### src/rtl/axil_pkg.sv
// Shared AXI4-Lite definitions: response codes and master FSM states.
package axil_pkg;

    localparam logic [1:0] RESP_OKAY   = 2'b00;
    localparam logic [1:0] RESP_EXOKAY = 2'b01;
    localparam logic [1:0] RESP_SLVERR = 2'b10;
    localparam logic [1:0] RESP_DECERR = 2'b11;

    typedef enum logic [2:0] {
        IDLE,
        WR_ADDR_DATA,
        WR_RESP,
        RD_ADDR,
        RD_DATA,
        RSP
    } state_t;

endpackage

### src/rtl/axil_master.sv
// Single-outstanding AXI4-Lite master: one command in, one AXI
// transaction out, one completion back.
module axil_master
    import axil_pkg::*;
#(
    parameter int DATA_WIDTH = 32,
    parameter int ADDR_WIDTH = 32,
    parameter int STRB_WIDTH = DATA_WIDTH / 8
) (
    input  logic                  clk,
    input  logic                  rst_n,

    input  logic                  cmd_valid,
    output logic                  cmd_ready,
    input  logic                  cmd_we,
    input  logic [ADDR_WIDTH-1:0] cmd_addr,
    input  logic [DATA_WIDTH-1:0] cmd_wdata,
    input  logic [STRB_WIDTH-1:0] cmd_wstrb,

    output logic                  rsp_valid,
    input  logic                  rsp_ready,
    output logic [DATA_WIDTH-1:0] rsp_rdata,
    output logic [1:0]            rsp_resp,
    output logic                  rsp_we,

    output logic [ADDR_WIDTH-1:0] m_axil_awaddr,
    output logic [2:0]            m_axil_awprot,
    output logic                  m_axil_awvalid,
    input  logic                  m_axil_awready,
    output logic [DATA_WIDTH-1:0] m_axil_wdata,
    output logic [STRB_WIDTH-1:0] m_axil_wstrb,
    output logic                  m_axil_wvalid,
    input  logic                  m_axil_wready,
    input  logic [1:0]            m_axil_bresp,
    input  logic                  m_axil_bvalid,
    output logic                  m_axil_bready,
    output logic [ADDR_WIDTH-1:0] m_axil_araddr,
    output logic [2:0]            m_axil_arprot,
    output logic                  m_axil_arvalid,
    input  logic                  m_axil_arready,
    input  logic [DATA_WIDTH-1:0] m_axil_rdata,
    input  logic [1:0]            m_axil_rresp,
    input  logic                  m_axil_rvalid,
    output logic                  m_axil_rready
);

    state_t                  state_q;
    state_t                  state_d;
    logic [ADDR_WIDTH-1:0]   addr_q;
    logic [DATA_WIDTH-1:0]   wdata_q;
    logic [STRB_WIDTH-1:0]   wstrb_q;
    logic                    we_q;
    logic                    awvalid_q;
    logic                    wvalid_q;
    logic                    arvalid_q;
    logic [DATA_WIDTH-1:0]   rdata_q;
    logic [1:0]              resp_q;
    logic                    aw_done;
    logic                    w_done;
    logic                    accept;

    // A channel counts as done once its valid is gone or handshakes now.
    assign aw_done = !awvalid_q || m_axil_awready;
    assign w_done  = !wvalid_q || m_axil_wready;
    assign accept  = (state_q == IDLE) && cmd_valid;

    always_ff @(posedge clk) begin
        if (!rst_n) begin
            state_q <= IDLE;
        end else begin
            state_q <= state_d;
        end
    end

    always_comb begin
        state_d       = state_q;
        cmd_ready     = 1'b0;
        m_axil_bready = 1'b0;
        m_axil_rready = 1'b0;
        rsp_valid     = 1'b0;
        case (state_q)
            IDLE: begin
                cmd_ready = 1'b1;
                if (cmd_valid) begin
                    state_d = cmd_we ? WR_ADDR_DATA : RD_ADDR;
                end
            end
            WR_ADDR_DATA: begin
                if (aw_done && w_done) begin
                    state_d = WR_RESP;
                end
            end
            WR_RESP: begin
                m_axil_bready = 1'b1;
                if (m_axil_bvalid) begin
                    state_d = RSP;
                end
            end
            RD_ADDR: begin
                if (m_axil_arready) begin
                    state_d = RD_DATA;
                end
            end
            RD_DATA: begin
                m_axil_rready = 1'b1;
                if (m_axil_rvalid) begin
                    state_d = RSP;
                end
            end
            RSP: begin
                rsp_valid = 1'b1;
                if (rsp_ready) begin
                    state_d = IDLE;
                end
            end
            default: state_d = IDLE;
        endcase
    end

    always_ff @(posedge clk) begin
        if (!rst_n) begin
            addr_q    <= '0;
            wdata_q   <= '0;
            wstrb_q   <= '0;
            we_q      <= 1'b0;
            awvalid_q <= 1'b0;
            wvalid_q  <= 1'b0;
            arvalid_q <= 1'b0;
            rdata_q   <= '0;
            resp_q    <= RESP_OKAY;
        end else begin
            if (accept) begin
                addr_q    <= cmd_addr;
                wdata_q   <= cmd_wdata;
                wstrb_q   <= cmd_wstrb;
                we_q      <= cmd_we;
                awvalid_q <= cmd_we;
                wvalid_q  <= cmd_we;
                arvalid_q <= !cmd_we;
                rdata_q   <= '0;
                resp_q    <= RESP_OKAY;
            end
            if (awvalid_q && m_axil_awready) begin
                awvalid_q <= 1'b0;
            end
            if (wvalid_q && m_axil_wready) begin
                wvalid_q <= 1'b0;
            end
            if (arvalid_q && m_axil_arready) begin
                arvalid_q <= 1'b0;
            end
            if (state_q == WR_RESP && m_axil_bvalid) begin
                resp_q <= m_axil_bresp;
            end
            if (state_q == RD_DATA && m_axil_rvalid) begin
                rdata_q <= m_axil_rdata;
                resp_q  <= m_axil_rresp;
            end
        end
    end

    assign m_axil_awaddr  = addr_q;
    assign m_axil_awprot  = 3'b000;
    assign m_axil_awvalid = awvalid_q;
    assign m_axil_wdata   = wdata_q;
    assign m_axil_wstrb   = wstrb_q;
    assign m_axil_wvalid  = wvalid_q;
    assign m_axil_araddr  = addr_q;
    assign m_axil_arprot  = 3'b000;
    assign m_axil_arvalid = arvalid_q;

    assign rsp_rdata = rdata_q;
    assign rsp_resp  = resp_q;
    assign rsp_we    = we_q;

endmodule

### config.mk
export PLATFORM = sky130hd
export DESIGN_NAME = axil_master
export DESIGN_NICKNAME = d
export VERILOG_FILES = /design/src/rtl/axil_pkg.sv /design/src/rtl/axil_master.sv
export SDC_FILE = /design/constraint.sdc
export NUM_CORES = 1
export LEC_CHECK = 0
export BUFFER_PORTS_ARGS = -buffer_cell sky130_fd_sc_hd__buf_4
export CORE_MARGIN = 3
export CORE_UTILIZATION = 43
export DETAILED_ROUTE_END_ITERATION = 16
export GPL_ROUTABILITY_DRIVEN = 0
export GPL_TIMING_DRIVEN = 0
export PLACE_DENSITY = 0.8
export SYNTH_ARGS = -nofsm -noshare
export SYNTH_HDL_FRONTEND = slang
export SYNTH_SLANG_ARGS = --single-unit
### constraint.sdc
create_clock -name clk -period 1.7 [get_ports clk]
set_input_delay 0.17 -clock clk [delete_from_list [all_inputs] [get_ports clk]]
set_output_delay 0.17 -clock clk [all_outputs]
set_load 0.05 [all_outputs]
* Yosys cells after proc, flatten, opt, wreduce, memory -nomap -nowiden
Cells that the tools add are included.
** Operators by class
- Equality and inequality tests :: 11
- Mux-type cells :: 17
- Bitwise logic cells :: 1
- Reduce and logical (&&, ||, !) cells :: 19
** Operators by type and width (count)
- $mux 32 :: 2
- $mux 3 :: 6
- $pmux 3 s6 :: 1
- $ne 2x2->1 const B :: 6
- $mux 2 :: 4
- $logic_and 1x1->1 :: 7
- $eq 3x2->1 const B :: 2
- $eq 3x3->1 const B :: 2
- $reduce_and 6->1 :: 1
- $reduce_or 2->1 :: 3
- $mux 1 :: 4
- $eq 3x1->1 const B :: 1
- $logic_not 1->1 :: 3
- $logic_not 3->1 :: 1
- $reduce_bool 3->1 :: 1
- $logic_or 1x1->1 :: 2
- $reduce_bool 2->1 :: 1
- $not 1->1 :: 1
** Word-level totals
- Bits in registers :: 109
- Input port bits :: 114
- Output and inout bits :: 148
- Word-level logic and storage cells :: 58

* Depth between registers and ports, before layout
- Depth in word-level cells :: 5
- Gate-level depth with buffers :: 7
- Mapped depth without buffers :: 4

* Worst setup path before layout
OpenSTA, ideal clock, no wires.
- Path kind :: reg2reg
- Start :: register state_q[0]
- End :: register rdata_q[20] (netlist: rsp_rdata[20])
- Arrival :: 1.798 ns
- Required time :: 1.568 ns
- Setup slack :: -0.230 ns
- Stages on the path, launching flop included :: 8
- Path through :: dfxtp_1 buf_2 nor3_2 nand2_1 buf_2 buf_2 nand3_1 a21oi_1
** Between the ends
- Word-level cells in the longest chain between the ends :: 3
** Ends and longest elaborated chain
- start, declared :: RTL line axil_master.sv:47 : state_t state_q;
- start signal, assigned :: RTL line axil_master.sv:71 : state_q <= state_d;
- $eq 3x3->1 or $logic_not 3->1 (tied branches) :: RTL line axil_master.sv:155, axil_master.sv:65
- $logic_and 1x1->1 (on tied branches) :: RTL line axil_master.sv:155, axil_master.sv:65
- $mux 32 or $reduce_bool 2->1 (tied branches)
- end signal, assigned :: RTL line axil_master.sv:156 : rdata_q <= m_axil_rdata;
- end, declared :: RTL line axil_master.sv:56 : logic [DATA_WIDTH-1:0] rdata_q;
Parallel ways exist; a longest one is shown, timed or not.
A chain may end at the register's enable or synchronous reset.

* Final worst setup path
- Start :: register state_q[0]
- End :: register rdata_q[18] (netlist: rsp_rdata[18])
The elaborated chain is that of the path after synthesis.

==> insert_results.sql <==
INSERT INTO impl_metrics (metric_group, metric, value, unit) VALUES
('outcome', 'outcome', 'finished clean', ''),
('global_routing', 'antenna_found_initial', '0', ''),
('worst_setup_path', 'crit_path_max_incr_delay', '0.38', 'ns'),
('power', 'power.share.switching', '47.55', '%'),
('worst_setup_path', 'worstReg2RegEnd', 'rsp_rdata[18]', ''),
('route', 'drtIter0Drc', '169', ''),
('floorplanning', 'initial_utilization', '45.19', '%'),
('floorplanning', 'core.rowCount', '35', ''),
('floorplanning', 'dieHeight', '105.7', 'um'),
('worst_setup_path', 'timing.critical_path.to_type', 'register', ''),
('worst_setup_path', 'cp-startpoint', 'state_q[0]', ''),
('worst_setup_path', 'timing.critical_path.slowest_stage_cell', 'sky130_fd_sc_hd__clkbuf_1', ''),
('route', 'drcViolationCount', '0', ''),
('layout', 'layout.cells.most_common_list', '300 x sky130_fd_sc_hd__buf_4, 176 x sky130_fd_sc_hd__nand2_1, 109 x sky130_fd_sc_hd__dfxtp_1, 101 x sky130_fd_sc_hd__a21oi_1, 34 x sky130_fd_sc_hd__nand3_1', ''),
('logic_synthesis', 'syn_inst', '534', ''),
('worst_setup_path', 'worst_setup_path_endpoint', 'rsp_rdata[18]', ''),
('worst_setup_path', 'critical_path.max_fanout', '10', ''),
('clocking', 'clk-insertion-delay-late', '0.36', 'ns'),
('worst_setup_path', 'crit_chain', 'clkbuf_4, nor3_4, nand2_1, clkbuf_1, nand3_1, a21oi_1', ''),
('power', 'p_per_area', '1691', 'mW/mm^2'),
('sta', 'setup_violations', '0', ''),
('clocking', 'cts_num_sinks', '109', ''),
('run', 'drv_cap', '0', ''),
('clocking', 'cts_htree_levels', '3', ''),
('floorplanning', 'ios', '262', ''),
('clocking', 'tritoncts', 'done', ''),
('floorplanning', 'core-area', '0.009459', 'mm^2'),
('layout', 'num-nets-final', '921', ''),
('worst_setup_path', 'timing_worst_setup_path_type', 'reg2reg', ''),
('sta', 'hold_violations', '0', ''),
('clocking', 'cts.path.max_buffers', '2', ''),
('power', 'power.leakage', '3.074', 'nW'),
('sta', 'finalClockSkew', '0.01249', 'ns'),
('floorplanning', 'chipWidth', '105.7', 'um'),
('logic_synthesis', 'synth_sequential_area_ratio', '51.05', '%'),
('power', 'share_seq_of_total_power', '30.0', '%'),
('power', 'vdd.ir_drop.worst', '0.8030', 'mV'),
('worst_setup_path', 'cp_data_arrival_time', '1.88', 'ns'),
('worst_setup_path', 'rr_worst_depth', '6', ''),
('worst_setup_path', 'reg2reg_setup_slack', '0.11', 'ns'),
('logic_synthesis', 'synth_cell_types', '29', ''),
('power', 'share_clk_of_total_power', '15.0', '%'),
('logic_synthesis', 'ffs_latches_synth', '109', ''),
('layout', 'layout.cells.most_common', 'sky130_fd_sc_hd__buf_4', ''),
('global_routing', 'track_usage', '23.15', '%'),
('placement', 'hpwlAfterDp', '10750', 'um'),
('layout', 'instances_no_fill', '940', ''),
('global_routing', 'wire_length_of_the_first_global_routing_pass', '20910', 'um'),
('clocking', 'post_cts_buffers', '0', ''),
('route', 'route.final.wire_length', '13610', 'um'),
('hold_path', 'class_of_the_tightest_hold_or_removal_check', 'in2reg', ''),
('layout', 'insertedDiodeCount', '0', ''),
('clocking', 'cts_inserted_buffers', '9', ''),
('logic_synthesis', 'post_synth.cell_area_avg', '8.004', 'um^2'),
('worst_setup_path', 'reg_to_reg_start', 'state_q[0]', ''),
('sta', 'slew_headroom', '63.49', '%'),
('global_routing', 'grt_pass1_vias', '4286', ''),
('floorplanning', 'dieArea', '0.01117', 'mm^2'),
('logic_synthesis', 'synth.cell_area', '0.004274', 'mm^2'),
('global_routing', 'grt_start_max_net_pins', '18', ''),
('layout', 'layout-drive-gt1-share', '42.17', '%'),
('power', 'power.switching', '5.333', 'mW'),
('power', 'share_comb_of_total_power', '55.0', '%'),
('sta', 'final_min_period_over_clock_period', '93.81', '%'),
('sta', 'unrepaired_setup_endpoints_after_global_routing', 'no', ''),
('layout', 'layout-area-overhead-vs-synth', '55.21', '%'),
('power', 'p_total', '11.22', 'mW'),
('sta', 'finalMaxSlewViolations', '0', ''),
('clocking', 'clk_transition_reported_paths', '0.11', 'ns'),
('sta', 'min_period', '1.595', 'ns'),
('route', 'drt-vias-per-instance', '4.804', '');
how the worst min path moves through the flow:
stage / startpoint / end / slack, ns / cells after the start
floorplan: m_axil_awready / m_axil_awvalid / 0.27 / 1
global placement: m_axil_wready / m_axil_wvalid / 0.37 / 2
detailed placement: m_axil_awready / m_axil_awvalid / 0.38 / 2
CTS: cmd_addr[9] / m_axil_araddr[9] / 0.03 / 3
global route: m_axil_rdata[3] / rsp_rdata[3] / 0.03 / 3
finish: cmd_addr[8] / m_axil_araddr[8] / 0.04 / 3
Yosys cell counts:
cell,instances,area share [%]
sky130_fd_sc_hd__dfxtp_1,109,51
sky130_fd_sc_hd__buf_4,45,7.9
sky130_fd_sc_hd__nand2_1,176,15
sky130_fd_sc_hd__a21oi_1,101,12
sky130_fd_sc_hd__nor2_1,8,0.70
sky130_fd_sc_hd__mux2i_1,3,0.70
sky130_fd_sc_hd__and4bb_2,1,0.29
sky130_fd_sc_hd__nand3_1,34,4.0
sky130_fd_sc_hd__nand4_1,1,0.15
sky130_fd_sc_hd__nor3_2,2,0.47
sky130_fd_sc_hd__nor4b_2,1,0.35
sky130_fd_sc_hd__and2_1,1,0.15
sky130_fd_sc_hd__clkinv_1,1,0.088
sky130_fd_sc_hd__nor3b_1,1,0.18
sky130_fd_sc_hd__buf_6,2,0.53
sky130_fd_sc_hd__o211ai_1,1,0.18
sky130_fd_sc_hd__nor2b_1,3,0.44
sky130_fd_sc_hd__nand2b_1,1,0.15
sky130_fd_sc_hd__conb_1,1,0.088
sky130_fd_sc_hd__o22ai_1,1,0.15
sky130_fd_sc_hd__o2111a_1,1,0.26
sky130_fd_sc_hd__nor4bb_1,1,0.23
sky130_fd_sc_hd__o21ai_0,2,0.23
sky130_fd_sc_hd__a31o_2,1,0.20
sky130_fd_sc_hd__a211oi_1,2,0.35
sky130_fd_sc_hd__clkbuf_1,12,1.1
sky130_fd_sc_hd__buf_2,19,2.2
sky130_fd_sc_hd__a222oi_1,2,0.47
sky130_fd_sc_hd__or3_1,1,0.15
sequential cells by signal, summed over array words and instances (netlist names):
signal and flops:
m_axil_wdata 32, rsp_we 1, state_q 3, rsp_rdata 32, m_axil_araddr 32, m_axil_arvalid 1
m_axil_wvalid 1, rsp_resp 2, m_axil_wstrb 4, m_axil_awvalid 1
metrics by stage:
stage / hold WS (ns) / util, % / TNS (ns) / worst slack (ns) / instance area (um^2)
3_3_place_gp: 0.3665 / 67.45 / 0 / 0.1610 / 6380
2_1_floorplan: 0.2690 / - / -0.02583 / -0.002555 / 4304
5_1_grt: 0.03173 / 70.13 / 0 / 0.005550 / 6634
6_report: 0.04489 / 70.13 / 0 / 0.1052 / 6634
3_5_place_dp: 0.3797 / 67.45 / 0 / 0.07530 / 6380
4_1_cts: 0.02926 / 69.91 / 0 / 0.02398 / 6613
kinds of logic (layout without fill, tap and decap cells):
group                  count (synthesis)  in the layout  synth area share, %
and+or+nand+nor                      231            231                22.69
AOI/OAI and AO/OA                    111            111                13.67
DFF                                  109            109                51.05
buffers and inverters                 79            351                11.80
muxes                                  3              3               0.7026
other                                  1              6              0.08774
timing repair:
action,4_1_cts,5_1_grt
endpoints found under the hold margin,2,0
endpoints found under the setup margin,0,71
gates resized for setup,0,9
hold buffers,2,0
power groups by stage:
stage / Combinational [mW] / Sequential, mW / Clock, mW
2_1_floorplan: 2.80 / 4.92 / 0
3_3_place_gp: 6.05 / 3.39 / 0
3_5_place_dp: 6.15 / 3.42 / 0
4_1_cts: 6.17 / 3.36 / 1.72
5_1_grt: 6.57 / 3.42 / 1.81
6_report: 6.17 / 3.36 / 1.68
final cells by class:
| cell class | instances | area [um^2] |
|---|---|---|
| tap | 129 | 161.4 |
| buffer | 78 | 515.5 |
| timing repair buffer | 257 | 1938 |
| inverter | 1 | 3.754 |
| sequential | 109 | 2182 |
| clock inverter | 5 | 85.08 |
| clock buffer | 10 | 127.6 |
| multi-input combinational | 351 | 1620 |
| fill | 785 | 2825 |
layer usage:
metal / up-vias / part of all wire [%] / track usage [%] / wire length (um)
li1: 2247 / - / - / -
met1: 2047 / 38 / 25.72 / 5123
met2: 190 / 51 / 40.98 / 6908
met3: 32 / 8.3 / 6.981 / 1124
met4: 0 / 3.3 / 9.621 / 456
met5: - / 0 / 0 / 0
critical path: cells and delay by family, from the launching register on:
kind / cells / cell delay, ns
compound gates: 1 / 0.20
buf+inv: 2 / 0.61
flops: 1 / 0.36
simple gates: 3 / 0.35
(Power assumes the default switching activity.)
